$ cat src/rtl/nibble_serial_sub16.sv
// Nibble-serial subtractor: a - b - bin, one 4-bit lookahead slice per cycle,
// LS nibble first, with borrow/overflow/zero flags published on completion.
module nibble_serial_sub16 #(
    parameter int WIDTH = 16
) (
    input  logic             clk,
    input  logic             rst_n,
    input  logic             start,
    input  logic [WIDTH-1:0] a,
    input  logic [WIDTH-1:0] b,
    input  logic             bin,
    output logic             busy,
    output logic             done,
    output logic [WIDTH-1:0] diff,
    output logic             bout,
    output logic             ovf,
    output logic             zero
);

    localparam int NIB = WIDTH / 4;
    localparam int CW  = (NIB > 1) ? $clog2(NIB) : 1;
    localparam int MSB = WIDTH - 1;

    typedef enum logic [1:0] {
        IDLE,
        RUN,
        DONE
    } state_t;

    state_t           r_state;
    state_t           w_state_nx;
    logic [WIDTH-1:0] r_a;
    logic [WIDTH-1:0] r_b;
    logic [WIDTH-1:0] r_acc;
    logic [WIDTH-1:0] r_diff;
    logic [CW-1:0]    r_cnt;
    logic             r_c;
    logic             r_bout;
    logic             r_ovf;
    logic             r_zero;

    logic [3:0]       w_an;
    logic [3:0]       w_bn;
    logic [3:0]       w_g;
    logic [3:0]       w_p;
    logic [4:0]       w_c;
    logic [3:0]       w_sum;
    logic [WIDTH-1:0] w_acc_nx;
    logic             w_last;
    logic             w_accept;

    assign w_accept = start && (r_state != RUN);
    assign w_last   = (r_state == RUN) && (r_cnt == CW'(NIB - 1));

    // Subtraction as a + ~b + c, generate/propagate on the inverted subtrahend
    assign w_an = r_a[{r_cnt, 2'b00} +: 4];
    assign w_bn = ~r_b[{r_cnt, 2'b00} +: 4];
    assign w_g  = w_an & w_bn;
    assign w_p  = w_an ^ w_bn;

    assign w_c[0] = r_c;
    assign w_c[1] = w_g[0] | (w_p[0] & w_c[0]);
    assign w_c[2] = w_g[1] | (w_p[1] & w_g[0])
                  | (w_p[1] & w_p[0] & w_c[0]);
    assign w_c[3] = w_g[2] | (w_p[2] & w_g[1])
                  | (w_p[2] & w_p[1] & w_g[0])
                  | (w_p[2] & w_p[1] & w_p[0] & w_c[0]);
    assign w_c[4] = w_g[3] | (w_p[3] & w_g[2])
                  | (w_p[3] & w_p[2] & w_g[1])
                  | (w_p[3] & w_p[2] & w_p[1] & w_g[0])
                  | (w_p[3] & w_p[2] & w_p[1] & w_p[0] & w_c[0]);
    assign w_sum  = w_p ^ w_c[3:0];

    always_comb begin
        w_acc_nx = r_acc;
        w_acc_nx[{r_cnt, 2'b00} +: 4] = w_sum;
    end

    always_comb begin
        w_state_nx = r_state;
        unique case (r_state)
            IDLE:    if (start) w_state_nx = RUN;
            RUN:     if (w_last) w_state_nx = DONE;
            DONE:    w_state_nx = start ? RUN : IDLE;
            default: w_state_nx = IDLE;
        endcase
    end

    always_ff @(posedge clk or negedge rst_n) begin
        if (!rst_n) r_state <= IDLE;
        else        r_state <= w_state_nx;
    end

    // Partial nibbles live in r_acc; diff only moves on the final nibble
    always_ff @(posedge clk or negedge rst_n) begin
        if (!rst_n) begin
            r_a    <= '0;
            r_b    <= '0;
            r_acc  <= '0;
            r_cnt  <= '0;
            r_c    <= 1'b0;
            r_diff <= '0;
            r_bout <= 1'b0;
            r_ovf  <= 1'b0;
            r_zero <= 1'b0;
        end else if (w_accept) begin
            r_a   <= a;
            r_b   <= b;
            r_c   <= ~bin;
            r_cnt <= '0;
            r_acc <= '0;
        end else if (r_state == RUN) begin
            r_c   <= w_c[4];
            r_cnt <= r_cnt + 1'b1;
            r_acc <= w_acc_nx;
            if (w_last) begin
                r_diff <= w_acc_nx;
                r_bout <= ~w_c[4];
                r_ovf  <= (r_a[MSB] != r_b[MSB]) &&
                          (w_acc_nx[MSB] != r_a[MSB]);
                r_zero <= (w_acc_nx == '0);
            end
        end
    end

    assign busy = (r_state == RUN);
    assign done = (r_state == DONE);
    assign diff = r_diff;
    assign bout = r_bout;
    assign ovf  = r_ovf;
    assign zero = r_zero;

endmodule

$ cat config.mk
export PLATFORM = sky130hd
export DESIGN_NAME = nibble_serial_sub16
export DESIGN_NICKNAME = d
export VERILOG_FILES = /design/src/rtl/nibble_serial_sub16.sv
export SDC_FILE = /design/constraint.sdc
export NUM_CORES = 1
export LEC_CHECK = 0
export ABC_AREA = 0
export CORE_ASPECT_RATIO = 1.5
export CORE_MARGIN = 1
export CORE_UTILIZATION = 40
export DETAILED_ROUTE_END_ITERATION = 10
export GPL_TIMING_DRIVEN = 1
export PLACE_DENSITY = 0.75
export SLEW_MARGIN = 30
export SYNTH_ARGS = -nofsm -noshare
export SYNTH_HDL_FRONTEND = slang
export SYNTH_SLANG_ARGS = --single-unit
$ cat constraint.sdc
create_clock -name clk -period 7.4 [get_ports clk]
set_input_delay 1.48 -clock clk [delete_from_list [all_inputs] [get_ports clk]]
set_output_delay 1.48 -clock clk [all_outputs]
set_load 0.01 [all_outputs]
Word-level counts from Yosys, hierarchy flattened
Cells that the tools add are included.
{"block": "totals", "register_bits": 72, "in_bits": 36, "output_inout_bits": 21, "word_cells": 76}
{"block": "classes", "add_sub_neg": 2, "n_eq_ne": 8, "shift": 4, "n_mux": 11, "bitwise": 33, "reduce_logical": 8}
{"op": "two-way mux 16 bit", "n": 2}
{"op": "indexed part select 16 x 5 -> 4 bit", "n": 2}
{"op": "AND 1 bit", "n": 16}
{"op": "bitwise mux 16 bit", "n": 1}
{"op": "logical NOT 16 bit", "n": 1}
{"op": "variable shift 4 x 6 -> 16 bit, first input constant", "n": 1}
{"op": "indexed part select 4 x 6 -> 16 bit", "n": 1}
{"op": "OR 1 bit", "n": 10}
{"op": "two-way mux 2 bit", "n": 4}
{"op": "XOR 4 bit", "n": 2}
{"op": "negator 4 -> 6 bit", "n": 1}
{"op": "case mux 2 bit (3 select lines)", "n": 1}
{"op": "AND 4 bit", "n": 1}
{"op": "== test 2 bit, second input constant", "n": 2}
{"op": "!= test 2 x 1 -> 1 bit, second input constant", "n": 2}
{"op": "NOT 4 bit", "n": 1}
{"op": "logical AND 1 bit", "n": 3}
{"op": "two-way mux 1 bit", "n": 3}
{"op": "NOT 1 bit", "n": 3}
{"op": "AND reduction 3 bit", "n": 1}
{"op": "adder 2 x 1 -> 2 bit, second input constant", "n": 1}
{"op": "== test 2 x 1 -> 1 bit, second input constant", "n": 1}
{"op": "logical NOT 2 bit", "n": 1}
{"op": "!= test 1 bit", "n": 2}
{"op": "other kinds (3)", "n": 3}

Depth between registers and ports, before layout
{"block": "depth", "ltp_word": 12, "mapped_depth": 9, "ltp_nobuf": 8}

Worst setup path after synthesis
Ideal clock, no wire load.
{"block": "synth_timing", "kind": "reg2reg", "startpoint": "register r_cnt[0]", "endpoint": "register r_zero (netlist: zero)", "setup_ns": 0.121, "t_arrival_ns": 2.485, "required_ns": 7.279, "path_slack_ns": 4.794, "stages_incl_launch_ff": 9, "n_path_buf": 1, "synth_period_minus_slack_ns": 2.606, "cell_sequence": "dfrtp_1 -> buf_6 -> mux4_2 -> ha_1 -> a41oi_1 -> o21ai_1 -> xor2_2 -> o31ai_1 -> a32o_2"}
{"block": "synth_between", "elab_chain_cells": 11, "word_cells_on_any_way": 29, "cone_classes": "1 x add/sub; 1 x eq/ne; 4 x shift; 1 x mux; 19 x bitwise; 3 x reduce/logical"}
{"item": "from (decl)", "line": "36", "source": "logic [CW-1:0] r_cnt;"}
{"item": "from (signal assigned)", "line": "114", "source": "r_cnt <= r_cnt + 1'b1;"}
{"item": "indexed part select 16 x 5 -> 4 bit", "line": "57", "source": "assign w_bn = ~r_b[{r_cnt, 2'b00} +: 4];"}
{"item": "NOT 4 bit", "line": "57"}
{"item": "XOR 4 bit / AND 4 bit (equally long branches)", "line": "59, 58"}
{"item": "AND 1 bit (on tied branches)", "line": "65, 66, 67"}
{"item": "OR 1 bit (tied with other cells)", "line": "65", "source": "assign w_c[3] = w_g[2] | (w_p[2] & w_g[1])"}
{"item": "OR 1 bit / AND 1 bit (equally long branches)", "line": "66, 67"}
{"item": "OR 1 bit", "line": "67", "source": "| (w_p[2] & w_p[1] & w_p[0] & w_c[0]);"}
{"item": "XOR 4 bit", "line": "72", "source": "assign w_sum = w_p ^ w_c[3:0];"}
{"item": "indexed part select 4 x 6 -> 16 bit", "line": "76", "source": "w_acc_nx[{r_cnt, 2'b00} +: 4] = w_sum;"}
{"item": "bitwise mux 16 bit", "line": "76"}
{"item": "logical NOT 16 bit", "line": "121", "source": "r_zero <= (w_acc_nx == '0);"}
{"item": "to (signal assigned)", "line": "121"}
{"item": "to (decl)", "line": "40", "source": "logic r_zero;"}
Several ways; a longest one is shown, not always the timed one.
A chain may end at the register's enable or synchronous reset.

Final worst setup path
{"block": "layout_timing", "startpoint": "register r_state[1]", "endpoint": "output port busy"}
{"block": "layout_between", "elab_chain_cells": 1}
{"item": "from (decl)", "line": "30", "source": "state_t r_state;"}
{"item": "from (signal assigned)", "line": "91", "source": "else r_state <= w_state_nx;"}
{"item": "== test 2 x 1 -> 1 bit", "line": "126", "source": "assign busy = (r_state == RUN);"}
{"item": "to (decl)", "line": "12", "source": "output logic busy,"}
No other way between the ends.

==> impl_metrics.tcl <==
set metrics [dict create \
    status "complete, no violations" \
    wire_per_inst_um 16.2 \
    dp_slack_ps 4070 \
    worst_ep_required_time_ps 5920 \
    grt_pass1_vias 2624 \
    critPathCaptureType "output port" \
    synth_xor_area_frac 0.00967 \
    first_iter_violations 122 \
    worst-setup-path-type "flop to output port" \
    rows 41 \
    cts_hold_buffers 0 \
    synth-adder-area-share 0.0451 \
    seq_area_frac_synth 0.516 \
    instances_no_fill 466 \
    grt_start_max_net_pins 73 \
    start_util 0.413 \
    gp_congestion 0.870 \
    synthFlopType "dfrtp_1" \
    fmax_mhz 273 \
    yosys.area_share.simple 0.120 \
    synth_compound_area_frac 0.116 \
    setup_viol 0 \
    track_usage 0.182 \
    dpl_cell_area_um2 4130 \
    cts_buffers 9 \
    worst_pin_slew_ps 888 \
    coreArea_um2 8460 \
    antenna_found_initial 0 \
    path_cells "nand2b_1 > inv_1 > clkdlybuf4s50_1" \
    syn_avg_cell_area_um2 11.7 \
    ios 57 \
    skew_ps 7.07 \
    dpl.hpwl_um 5490 \
    dr.pass1.iters 4 \
    totalWireLength_um 7550 \
    drv_slew 0 \
    place_inst 450 \
    p_per_area_nw_per_um2 525 \
    cp_slowest_cell "clkdlybuf4s50_1" \
    vias 2509 \
    arrival_ps 2180 \
    synth_fp_nets 347 \
    antennaDiodeCount 0 \
    p_leak_uw 0.00193 \
    cts_root_buffer "clkbuf_16" \
    synth.distinct_cells 46 \
    cts_resized 0 \
    port_buffers 56 \
    postCtsSetupRepairBufs 0 \
    relSlewSlack 0.407 \
    ant_nets 0 \
    yosysTopAreaCellShare 0.516 \
    yosys_warnings 0 \
    syn2layout_area_growth_pct 27.9 \
    synth.mux.area_fraction 0.158 \
    layout_setup_ws_ps 3740 \
    overflow 0 \
    postSynth.asyncResetShare 1.00 \
    cap_violations 0 \
    cp_max_fo 16 \
    tns_ps 0 \
    clkSinkCount 72 \
    fp.dieW_um 78.3 \
    finalCritPeriodShare 0.495 \
    hp-class "flop to flop" \
    synth_top_family_by_area "multiplexers" \
    ys_top_cells_by_area "dfrtp_1, mux2_2, mux4_2" \
    yosys-top-cells-count "dfrtp_1, mux2_2, nand2_1" \
    drive_gt1_frac 0.187 \
    holdWs_ps 482 \
    cts.path.max_buffers 2 \
    synth_top_area_cell "dfrtp_1" \
    viasPerCell 5.38 \
    cp_slowest_stage_delay_ps 630 \
    fin_nets 402 \
    synthCells 299 \
    tritoncts "done" \
    drcViolationCount 0 \
    clkTransAtPathRegs_ps 60 \
    peakVddDrop_mv 0.339 \
    period_minus_slack_ps 3660 \
    finalHoldViolations 0 \
    fin_area_um2 4470 \
    worstSkewPairLatency_ps 330 \
    dieHeight_um 116 \
    rsz0062_at_grt "false" \
    dieArea_um2 9120 \
    startpoint_type "flop" \
    synth_most_common_cell "dfrtp_1" \
    grt_pass1_wl_um 12600 \
    synth_area_um2 3490 \
    synth_edf_count 0 \
    synth_seq_cells 72 \
    htree_levels 3 \
]
==> worst paths after layout <==
kind,from,slack [ps],endpoint,cells past startpoint
min in group asynchronous,rst_n,1260,r_b[1],2
max in group asynchronous,rst_n,5670,r_cnt[0],2
worst min-delay path,diff[12],480,diff[12],2
worst max register to register,r_state[1],4200,zero,7
worst max-delay path,r_state[1],3740,busy,3
worst min register to register,diff[12],480,diff[12],2
==> placed cells by master (no fill, tap or decap), types with 2 or more instances in the layout <==
cell             count
o21ai_0             24
nor2_1              20
bufinv_16            2
nand3_1              6
nor2b_1              6
a22o_1               5
xnor2_1              2
and2_1               2
ha_1                11
a21o_1               2
mux2_2              32
a41oi_1              2
clkbuf_1             2
o31ai_1              2
dfrtp_1             71
inv_1               17
a32o_1               2
mux4_2               8
nand2_1             26
clkbuf_8             3
a31oi_1              2
clkdlybuf4s50_1     55
clkbuf_16            9
a221oi_1             8
nand2b_1             2
and3_1               2
a21oi_1              9
nor3b_1              3
==> per-layer routing <==
layer	track usage	routed length [µm]
met1	0.204	2940
met2	0.322	4100
met3	0.0375	236
met4	0.100	278
met5	0	0
==> per-stage QoR <==
stage,power [µW],utilization
final,2350,0.528
after global routing,2500,0.528
after CTS,2360,0.527
after detailed placement,1870,0.488
after global placement,1820,0.488
after floorplan,1480,-
==> report_power, final <==
group | leakage (µW) | switching (µW) | total [µW] | internal (µW)
Clock | 0.000163 | 154 | 477 | 323
Sequential | 0.000901 | 130 | 701 | 571
Combinational | 0.000865 | 667 | 1170 | 502
==> registers in the layout (all words and copies together), names as in the netlist <==
name	cells
bout	1
zero	1
ovf	1
diff	16
r_c	1
r_cnt	2
r_b	16
r_a	16
r_acc	16
r_state	2
==> kinds of logic (layout without fill, tap and decap cells) <==
family,count (synthesis),in the layout
AOI/OAI and AO/OA,62,62
DFF,72,72
muxes,41,41
buffers and inverters,30,90
and+or+nand+nor,79,79
adders and majority gates,12,12
xor gates and xnor gates,3,3
==> layout make-up <==
class                      instances  area [µm²]
fill                             713        4000
sequential                        72        1800
multi-input combinational        197        1570
timing repair buffer              57         567
clock buffer                      14         274
tap                              107         134
inverter                          17        63.8
clock inverter                     2        60.1
==> worst max-delay path: cells and delay by family, from the launching register on <==
| family | cells | cell delay, ps |
|---|---|---|
| buffers and inverters | 2 | 1100 |
| DFF | 1 | 380 |
| and+or+nand+nor | 1 | 380 |
Power figures use the tool's default switching activity.
